$ cat config.mk
export PLATFORM = sky130hd
export DESIGN_NAME = boot_loader
export DESIGN_NICKNAME = d
export VERILOG_FILES = /design/src/rtl/boot_loader.sv
export SDC_FILE = /design/constraint.sdc
export NUM_CORES = 1
export LEC_CHECK = 0
export BUFFER_PORTS_ARGS = -buffer_cell sky130_fd_sc_hd__buf_2
export CORE_ASPECT_RATIO = 0.6
export CORE_UTILIZATION = 53
export DETAILED_ROUTE_END_ITERATION = 7
export PLACE_DENSITY = 0.76
export SLEW_MARGIN = 5
export SYNTH_ARGS = -nofsm -noshare
export SYNTH_HDL_FRONTEND = slang
export SYNTH_SLANG_ARGS = --single-unit
$ cat constraint.sdc
create_clock -name clk -period 2.4 [get_ports clk]
set_input_delay 0 -clock clk [delete_from_list [all_inputs] [get_ports clk]]
set_output_delay 0 -clock clk [all_outputs]
set_load 0.005 [all_outputs]
$ cat src/rtl/boot_loader.sv
// Byte-serial program loader: takes a length-prefixed little-endian stream, writes 32-bit words
// to instruction memory and holds the CPU in reset until the image is in. Optional trailing XOR checksum: BOOT_LOADER_CHECKSUM_EN.
module boot_loader #(
  parameter int                ADDR_W    = 64,
  parameter logic [ADDR_W-1:0] BASE_ADDR = '0,
  parameter int                MAX_WORDS = 256
) (
  input  logic              clk,
  input  logic              reset,
  input  logic              rx_valid,
  input  logic [7:0]        rx_data,
  output logic              rx_ready,
  output logic              wr_en,
  output logic [ADDR_W-1:0] wr_addr,
  output logic [31:0]       wr_data,
  output logic              cpu_reset,
  output logic              done,
  output logic              error,
  output logic [2:0]        dbg_state
);

  // Handshake: a byte moves on a rising edge where rx_valid && rx_ready; rx_valid alone is ignored.
  typedef enum logic [2:0] {
    S_HDR_LO = 3'd0,
    S_HDR_HI = 3'd1,
    S_DATA   = 3'd2,
    S_CSUM   = 3'd3,
    S_DONE   = 3'd4,
    S_ERR    = 3'd5
  } state_t;

  localparam logic [15:0] LP_MAX_WORDS = 16'(MAX_WORDS);

`ifdef BOOT_LOADER_CHECKSUM_EN
  localparam state_t LP_AFTER_PAYLOAD = S_CSUM;
  logic [7:0] r_csum;
`else
  localparam state_t LP_AFTER_PAYLOAD = S_DONE;
`endif

  state_t            r_state;
  state_t            w_next;
  logic [15:0]       r_count;
  logic [15:0]       r_word_cnt;
  logic [1:0]        r_byte_idx;
  logic [23:0]       r_asm;
  logic              r_wr_en;
  logic [ADDR_W-1:0] r_wr_addr;
  logic [31:0]       r_wr_data;
  logic              r_done;
  logic              r_error;

  logic              w_rx_ready;
  logic              w_accept;
  logic [15:0]       w_hdr_n;
  logic              w_last_word;

  assign w_rx_ready  = (r_state == S_HDR_LO) || (r_state == S_HDR_HI) ||
                       (r_state == S_DATA)   || (r_state == S_CSUM);
  assign w_accept    = rx_valid && w_rx_ready;
  assign w_hdr_n     = {rx_data, r_count[7:0]};
  assign w_last_word = ((r_word_cnt + 16'd1) == r_count);

  always_comb begin
    w_next = r_state;
    case (r_state)
      S_HDR_LO: begin
        if (w_accept) w_next = S_HDR_HI;
      end
      S_HDR_HI: begin
        if (w_accept) begin
          if (w_hdr_n > LP_MAX_WORDS) w_next = S_ERR;
          else if (w_hdr_n == 16'd0)  w_next = LP_AFTER_PAYLOAD;
          else                        w_next = S_DATA;
        end
      end
      S_DATA: begin
        if (w_accept && (r_byte_idx == 2'd3) && w_last_word) w_next = LP_AFTER_PAYLOAD;
      end
`ifdef BOOT_LOADER_CHECKSUM_EN
      S_CSUM: begin
        if (w_accept) w_next = (rx_data == r_csum) ? S_DONE : S_ERR;
      end
`endif
      default: w_next = r_state;
    endcase
  end

  always_ff @(posedge clk) begin
    if (!reset) begin
      r_state    <= S_HDR_LO;
      r_count    <= '0;
      r_word_cnt <= '0;
      r_byte_idx <= '0;
      r_asm      <= '0;
      r_wr_en    <= 1'b0;
      r_wr_addr  <= BASE_ADDR;
      r_wr_data  <= '0;
      r_done     <= 1'b0;
      r_error    <= 1'b0;
    end else begin
      r_state <= w_next;
      r_wr_en <= 1'b0;
      if (r_wr_en) r_wr_addr <= r_wr_addr + ADDR_W'(4);
      if (w_accept) begin
        case (r_state)
          S_HDR_LO: r_count[7:0]  <= rx_data;
          S_HDR_HI: r_count[15:8] <= rx_data;
          S_DATA: begin
            r_byte_idx <= r_byte_idx + 2'd1;
            if (r_byte_idx == 2'd3) begin
              r_wr_en    <= 1'b1;
              r_wr_data  <= {rx_data, r_asm};
              r_word_cnt <= r_word_cnt + 16'd1;
            end else begin
              r_asm <= {rx_data, r_asm[23:8]};
            end
          end
          default: ;
        endcase
      end
      // Leaving DATA straight for DONE delays done by one cycle so the last write lands first.
      r_done  <= (r_state == S_DONE) || ((w_next == S_DONE) && (r_state != S_DATA));
      r_error <= (w_next == S_ERR);
    end
  end

`ifdef BOOT_LOADER_CHECKSUM_EN
  always_ff @(posedge clk) begin
    if (!reset)        r_csum <= '0;
    else if (w_accept) r_csum <= r_csum ^ rx_data;
  end
`endif

  assign rx_ready  = w_rx_ready;
  assign wr_en     = r_wr_en;
  assign wr_addr   = r_wr_addr;
  assign wr_data   = r_wr_data;
  assign done      = r_done;
  assign error     = r_error;
  assign cpu_reset = !r_done;
  assign dbg_state = r_state;

endmodule

==> impl_metrics.tcl, run 1 <==
set metrics [dict create \
    synth_seq_area_share_pct 43.9 \
    drc_errors 4 \
    track_usage_pct 24.3 \
    crit_path_start "wr_addr[4]" \
    ant_nets 0 \
    slowest_stage "nor3_4" \
    r2r-start "wr_addr[4]" \
    synth.largest_area_cell "dfxtp_1" \
    wl_per_cell_microns 14.5 \
    htree_num_levels 4 \
    rsz0062_at_grt "false" \
    cts_buffers 17 \
    synthTopCellsByArea "dfxtp_1 44%, nand2_1 9.4%, a21boi_0 8.2%" \
    clk_pin_slew_ns 0.07 \
    routed_wl_mm 16.4 \
    power_mw 5.46 \
    hold_viol 0 \
    stdcell_count 1129 \
    violations "DRC" \
    dp_hpwl_mm 11.2 \
    die_area_sq_um 14100 \
    peakVddDrop_v 0.000495 \
    max_cap_violations 0 \
    dieWidth_microns 153 \
    pwr_density_cell_nw_per_um2 636 \
    clock-sinks 158 \
    placedCellCount 1088 \
    p_leak_nw 3.40 \
    slew_headroom_pct 38.7 \
    nets 960 \
    synth_top_area_share_pct 43.9 \
    hp-class "input port to flip-flop" \
    synth_seq_cells 158 \
    fmax_ghz 0.459 \
    viasPerCell 5.31 \
    antenna_cells 0 \
    syn_area_sq_um 7210 \
    tightestPinTransition_ns 0.920 \
    crit_family "simple AND/OR/NAND/NOR gates" \
    outcome "finished with violations" \
    synth-main-ff-cell "dfxtp_1" \
    setup_viol 0 \
    slowest_delay_ns 0.45 \
    antenna_found_initial 0 \
    row_count 32 \
    path_max_fanout 13 \
    die_h_microns 92.3 \
    avgSynthCellArea_sq_um 8.60 \
    yosysWarnings 0 \
    overflow 0 \
    io_buffers 112 \
    crit_path_start_kind "flip-flop" \
    fin_tns_setup_ns 0 \
    crit_buf_inv 0 \
    period_share_pct 90.7 \
    postSynth.asyncResetShare_pct 0 \
    vias 5995 \
    initial_core_util_pct 55.2 \
    clockBufferDepth 2 \
    drtIter0Drc 399 \
    endpoint_kind "flip-flop" \
    grt_first_pass_wirelength_mm 27.4 \
    arrival_ns 2.53 \
    ys_types 50 \
    synth_common_cells "181 x nand2_1, 158 x dfxtp_1, 79 x a21boi_0" \
    grt_max_degree 86 \
    hp-start "rx_valid" \
    cp_cell_sequence "and4_1 -> nand3_1 -> nor3_4 -> nand3_4 -> or4_1 -> a21boi_1" \
    cts_tree "yes" \
    gp_congestion 0.865 \
    period_needed_ns 2.18 \
    yosysMostFrequentCell "nand2_1" \
    dr.pass1.iters 8 \
    slew_violations 0 \
    clock_latency_ns 0.42 \
    drive_gt1_share_pct 18.0 \
    area_delta_synth_final_pct 19.2 \
    required_ns 2.75 \
    critPathKind "flip-flop to flip-flop" \
    synth_edf_count 0 \
    skew_ns 0.0107 \
    num_io_pins 115 \
    core_area_sq_um 13100 \
    syn_inst 838 \
    grt_pass1_vias 5455 \
    cts-root-buf "clkbuf_16" \
]
-- cells in the final DEF (no fill, tap or decap), types with 11 or more instances in the layout --
cell type	instances
a21boi_0	79
and2_1	63
and3_1	14
buf_2	111
buf_4	17
clkbuf_16	17
dfxtp_1	158
inv_1	11
nand2_1	181
nand3_1	35
nand4_1	36
nor2_1	17
o21ai_0	14
xnor2_1	66
xor2_1	17
-- layer usage --
layer / vias up / global-route usage, % / share of wire [%]
li1: 3042 / - / -
met1: 2814 / 36.2 / 54
met2: 130 / 34.5 / 40
met3: 9 / 6.36 / 5.6
met4: 0 / 5.81 / 0.76
met5: - / 0 / 0
-- state kept, by name (all words and copies together) (netlist names) --
signal and flops:
r_asm 24, wr_addr 62, error 1, r_word_cnt 16
wr_en 1, r_count 16, r_byte_idx 2, wr_data 32
done 1, dbg_state 3
-- cells by family (layout without fill, tap and decap cells) --
family | Yosys count | in the layout | share of synthesized area (%)
AOI/OAI and AO/OA | 114 | 114 | 11.4
muxes | 6 | 6 | 0.851
xor gates and xnor gates | 83 | 83 | 10.1
other | 1 | 2 | 0.0520
and+or+nand+nor | 411 | 411 | 29.6
adders and majority gates | 3 | 3 | 0.521
DFF | 158 | 158 | 43.9
buffers and inverters | 62 | 182 | 3.61
-- what timing repair did --
item,CTS,global route
hold buffers,9,0
setup endpoints to repair,0,28
buffers inserted,0,0
resized for setup,0,1
endpoints found under the hold margin,48,0
-- power breakdown --
group | switching (mW) | total [mW] | leakage, nW | internal [mW]
Combinational | 0.109 | 0.196 | 1.85 | 0.0866
Clock | 1.16 | 2.60 | 0.278 | 1.44
Sequential | 0.0256 | 2.67 | 1.27 | 2.64
Total | 1.30 | 5.46 | 3.40 | 4.16
-- area by class of cell --
class	count	area [sq um]
Clock inverter	11	93.8
Sequential cell	158	3160
Multi-Input combinational cell	619	3790
Clock buffer	21	470
Tap cell	170	213
Fill cell	1095	4470
Inverter	11	41.3
Timing Repair Buffer	139	813
-- worst paths after layout --
path,endpoint,slack [ns],cells past startpoint
worst max register to register,wr_addr[59],0.22,6
worst min-delay path,error,0.04,5
worst max-delay path,wr_addr[59],0.22,6
worst min register to register,wr_data[21],0.46,2
-- per-stage QoR --
step | setup slack (ns) | util (%) | area [sq um] | hold WS [ns]
final | 0.223 | 65.8 | 8590 | 0.0428
after global placement | 0.264 | 60.7 | 7930 | 0.312
after floorplan | 0.424 | - | 7210 | 0.145
after CTS | 0.226 | 65.7 | 8580 | 0.0238
after global routing | 0.0362 | 65.8 | 8590 | 0.0564
after detailed placement | 0.258 | 60.7 | 7930 | 0.312
-- worst reg2reg max path, delay by kind of cell, from the launching register on --
kind | cells | cell delay (ns)
and+or+nand+nor | 5 | 1.56
DFF | 1 | 0.41
AOI/OAI and AO/OA | 1 | 0.14
No activity file was read; power rests on OpenSTA's default activity.
==> inputs of run 2 (changes only) <==
ABC_AREA = 1   (was not set)
==> impl_metrics.tcl, run 2 <==
set metrics [dict create \
    fin_util_pct 65.9 \
    drc_errors 0 \
    synth_top_area_share_pct 40.9 \
    die_area_sq_um 15100 \
    slowest_delay_ns 0.41 \
    hp-class "input port to flip-flop" \
    arrival_ns 2.53 \
    layout_common_cells "221 x nor2_1, 158 x dfxtp_1, 156 x nand2_1" \
    ys_types 39 \
    outcome "finished, final reports clean" \
    clock-sinks 158 \
    rsz0062_at_grt "false" \
    gp_congestion 1.05 \
    cts_tree "yes" \
    slowest_stage "dfxtp_1" \
    max_cap_violations 0 \
    skew_ns 0.0153 \
    hp-start "rx_valid" \
    dp_hpwl_mm 16.6 \
    period_needed_ns 2.21 \
    area_delta_synth_final_pct 19.1 \
    synth_seq_cells 158 \
    cp_cell_sequence "ha_1 -> nand3_2 -> nor2_2 -> inv_2 -> nor2_4 -> inv_2 -> nor2_2 -> inv_2 -> nor2_4 -> inv_2 -> nor2_2 -> xnor2_1 -> nor2_1" \
    crit_family "simple AND/OR/NAND/NOR gates" \
    routed_wl_mm 22.6 \
    synthAdderAreaFrac_pct 0.486 \
    grt_pass1_vias 6654 \
    htree_num_levels 4 \
    p_comb_share_pct 4.9 \
    synth_edf_count 0 \
    pwr_density_cell_nw_per_um2 613 \
    peakVddDrop_v 0.000334 \
    cts_buffers 17 \
    postSynth.asyncResetShare_pct 0 \
    grt_first_pass_wirelength_mm 35.4 \
    slew_violations 0 \
    antenna_found_initial 0 \
    clock_power_share_pct 47.6 \
    synth_compound_area_share_pct 13.3 \
    drtIter0Drc 767 \
    required_ns 2.72 \
    p_switching_mw 1.49 \
    swShare_pct 26.3 \
    post_cts_buffers 0 \
    slew_headroom_pct 55.9 \
    nets 1251 \
    dr.pass1.iters 5 \
    crit_buf_inv 4 \
    pwr-share-seq_pct 47.5 \
    critPathKind "flip-flop to flip-flop" \
    min_path_cells 5 \
    synth.largest_area_cell "dfxtp_1" \
    antenna_cells 0 \
    largest_register_ff_count 62 \
    r2r-start "wr_addr[2]" \
    syn_area_sq_um 7720 \
    ant_nets 0 \
    yosysWarnings 0 \
    core_area_sq_um 14000 \
    crit_path_start "wr_addr[2]" \
    p_int_mw 4.15 \
    drive_gt1_share_pct 17.4 \
    ff2ff_path_depth 13 \
    synth_seq_area_share_pct 40.9 \
    cts-root-buf "clkbuf_16" \
    endpoint_kind "flip-flop" \
    avgSynthCellArea_sq_um 6.93 \
    hold_viol 0 \
    viasPerCell 5.48 \
    p_leak_nw 4.12 \
    initial_core_util_pct 55.4 \
    die_h_microns 95.5 \
    synth_top_family_by_area "simple AND/OR/NAND/NOR gates" \
    setup_viol 0 \
    crit_cells 13 \
    grt_max_degree 121 \
    clk_pin_slew_ns 0.07 \
    period_share_pct 92.0 \
    synthMuxAreaShare_pct 0 \
    crit_top_cell "inv_2" \
    vias 7904 \
    synthSimpleGateAreaFrac_pct 34.2 \
    dieWidth_microns 158 \
    clockBufferDepth 2 \
    yosysMostFrequentCell "nor2_1" \
    io_buffers 112 \
    num_io_pins 115 \
    wl_per_cell_microns 15.7 \
    synth_xor_area_share_pct 2.56 \
    final_common_cell "nor2_1" \
    tightestPinTransition_ns 0.661 \
    clock_latency_ns 0.43 \
    crit_path_start_kind "flip-flop" \
    finalHoldWorstSlack_ns 0.0325 \
    synth-main-ff-cell "dfxtp_1" \
    fin_tns_setup_ns 0 \
    track_usage_pct 30.9 \
    fmax_ghz 0.453 \
    synthTopCellsByArea "dfxtp_1 41%, nor2_1 11%, nand2_1 7.6%" \
    syn_inst 1115 \
    overflow 0 \
    synth_common_cells "221 x nor2_1, 158 x dfxtp_1, 156 x nand2_1" \
    row_count 33 \
    path_max_fanout 5 \
]
-- run 2: final cells by class --
cell class	instances	area (sq um)
clock buffers	17	425
repair buffers	137	781
fillers	1255	4750
multi-input cells	792	3930
well taps	192	240
clock inverters	15	170
flip-flops and latches	158	3160
inverters	131	494
-- run 2: path summary, 6_finish.rpt --
| check | to | slack (ns) |
|---|---|---|
| max reg2reg | wr_addr[28] | 0.19 |
| min | r_count[15] | 0.03 |
| min reg2reg | r_count[14] | 0.47 |
| max | wr_addr[28] | 0.19 |
-- run 2: kinds of logic (layout without fill, tap and decap cells) --
logic type | Yosys count | count (layout)
fa+ha+maj | 3 | 3
xor+xnor | 21 | 21
other cells | 1 | 2
flops | 158 | 158
buf+inv | 166 | 300
simple gates | 570 | 570
compound gates | 196 | 196
-- run 2: layer usage --
| layer | GRT usage [%] | up-vias | routed length (microns) | share of wire, % |
|---|---|---|---|---|
| li1 | - | 3901 | - | - |
| met1 | 48.1 | 3595 | 11200 | 50 |
| met2 | 39.5 | 387 | 8440 | 37 |
| met3 | 9.82 | 21 | 2740 | 12 |
| met4 | 7.44 | 0 | 209 | 0.93 |
| met5 | 0 | - | 0 | 0 |
-- run 2: repair_timing --
item | CTS | global route
endpoints found under the setup margin | 0 | 2
gates resized for setup | 0 | 2
hold endpoints to repair | 28 | 0
hold buffers | 8 | 0
-- run 2: power groups by stage --
stage / Clock, mW / Combinational [mW] / Sequential [mW]
CTS: 2.70 / 0.275 / 2.68
detailed placement: 0 / 0.264 / 2.74
global route: 2.84 / 0.309 / 2.68
floorplan: 0 / 0.183 / 2.74
global placement: 0 / 0.260 / 2.74
finish: 2.68 / 0.279 / 2.68
-- run 2: stage by stage --
stage	std cells	power (mW)	instance area, sq um	worst slack, ns
after floorplan	1116	2.92	7730	0.620
after global placement	1402	3.00	8520	0.220
after detailed placement	1402	3.00	8520	0.191
after CTS	1442	5.66	9190	0.169
after global routing	1442	5.83	9200	0.0727
final	1442	5.64	9200	0.193
-- run 2: worst reg2reg max path: cells and delay by family (launching register included) --
| kind | cells | cell delay (ns) |
|---|---|---|
| xor gates and xnor gates | 1 | 0.12 |
| buffers and inverters | 4 | 0.32 |
| DFF | 1 | 0.41 |
| and+or+nand+nor | 7 | 1.04 |
| adders and majority gates | 1 | 0.23 |
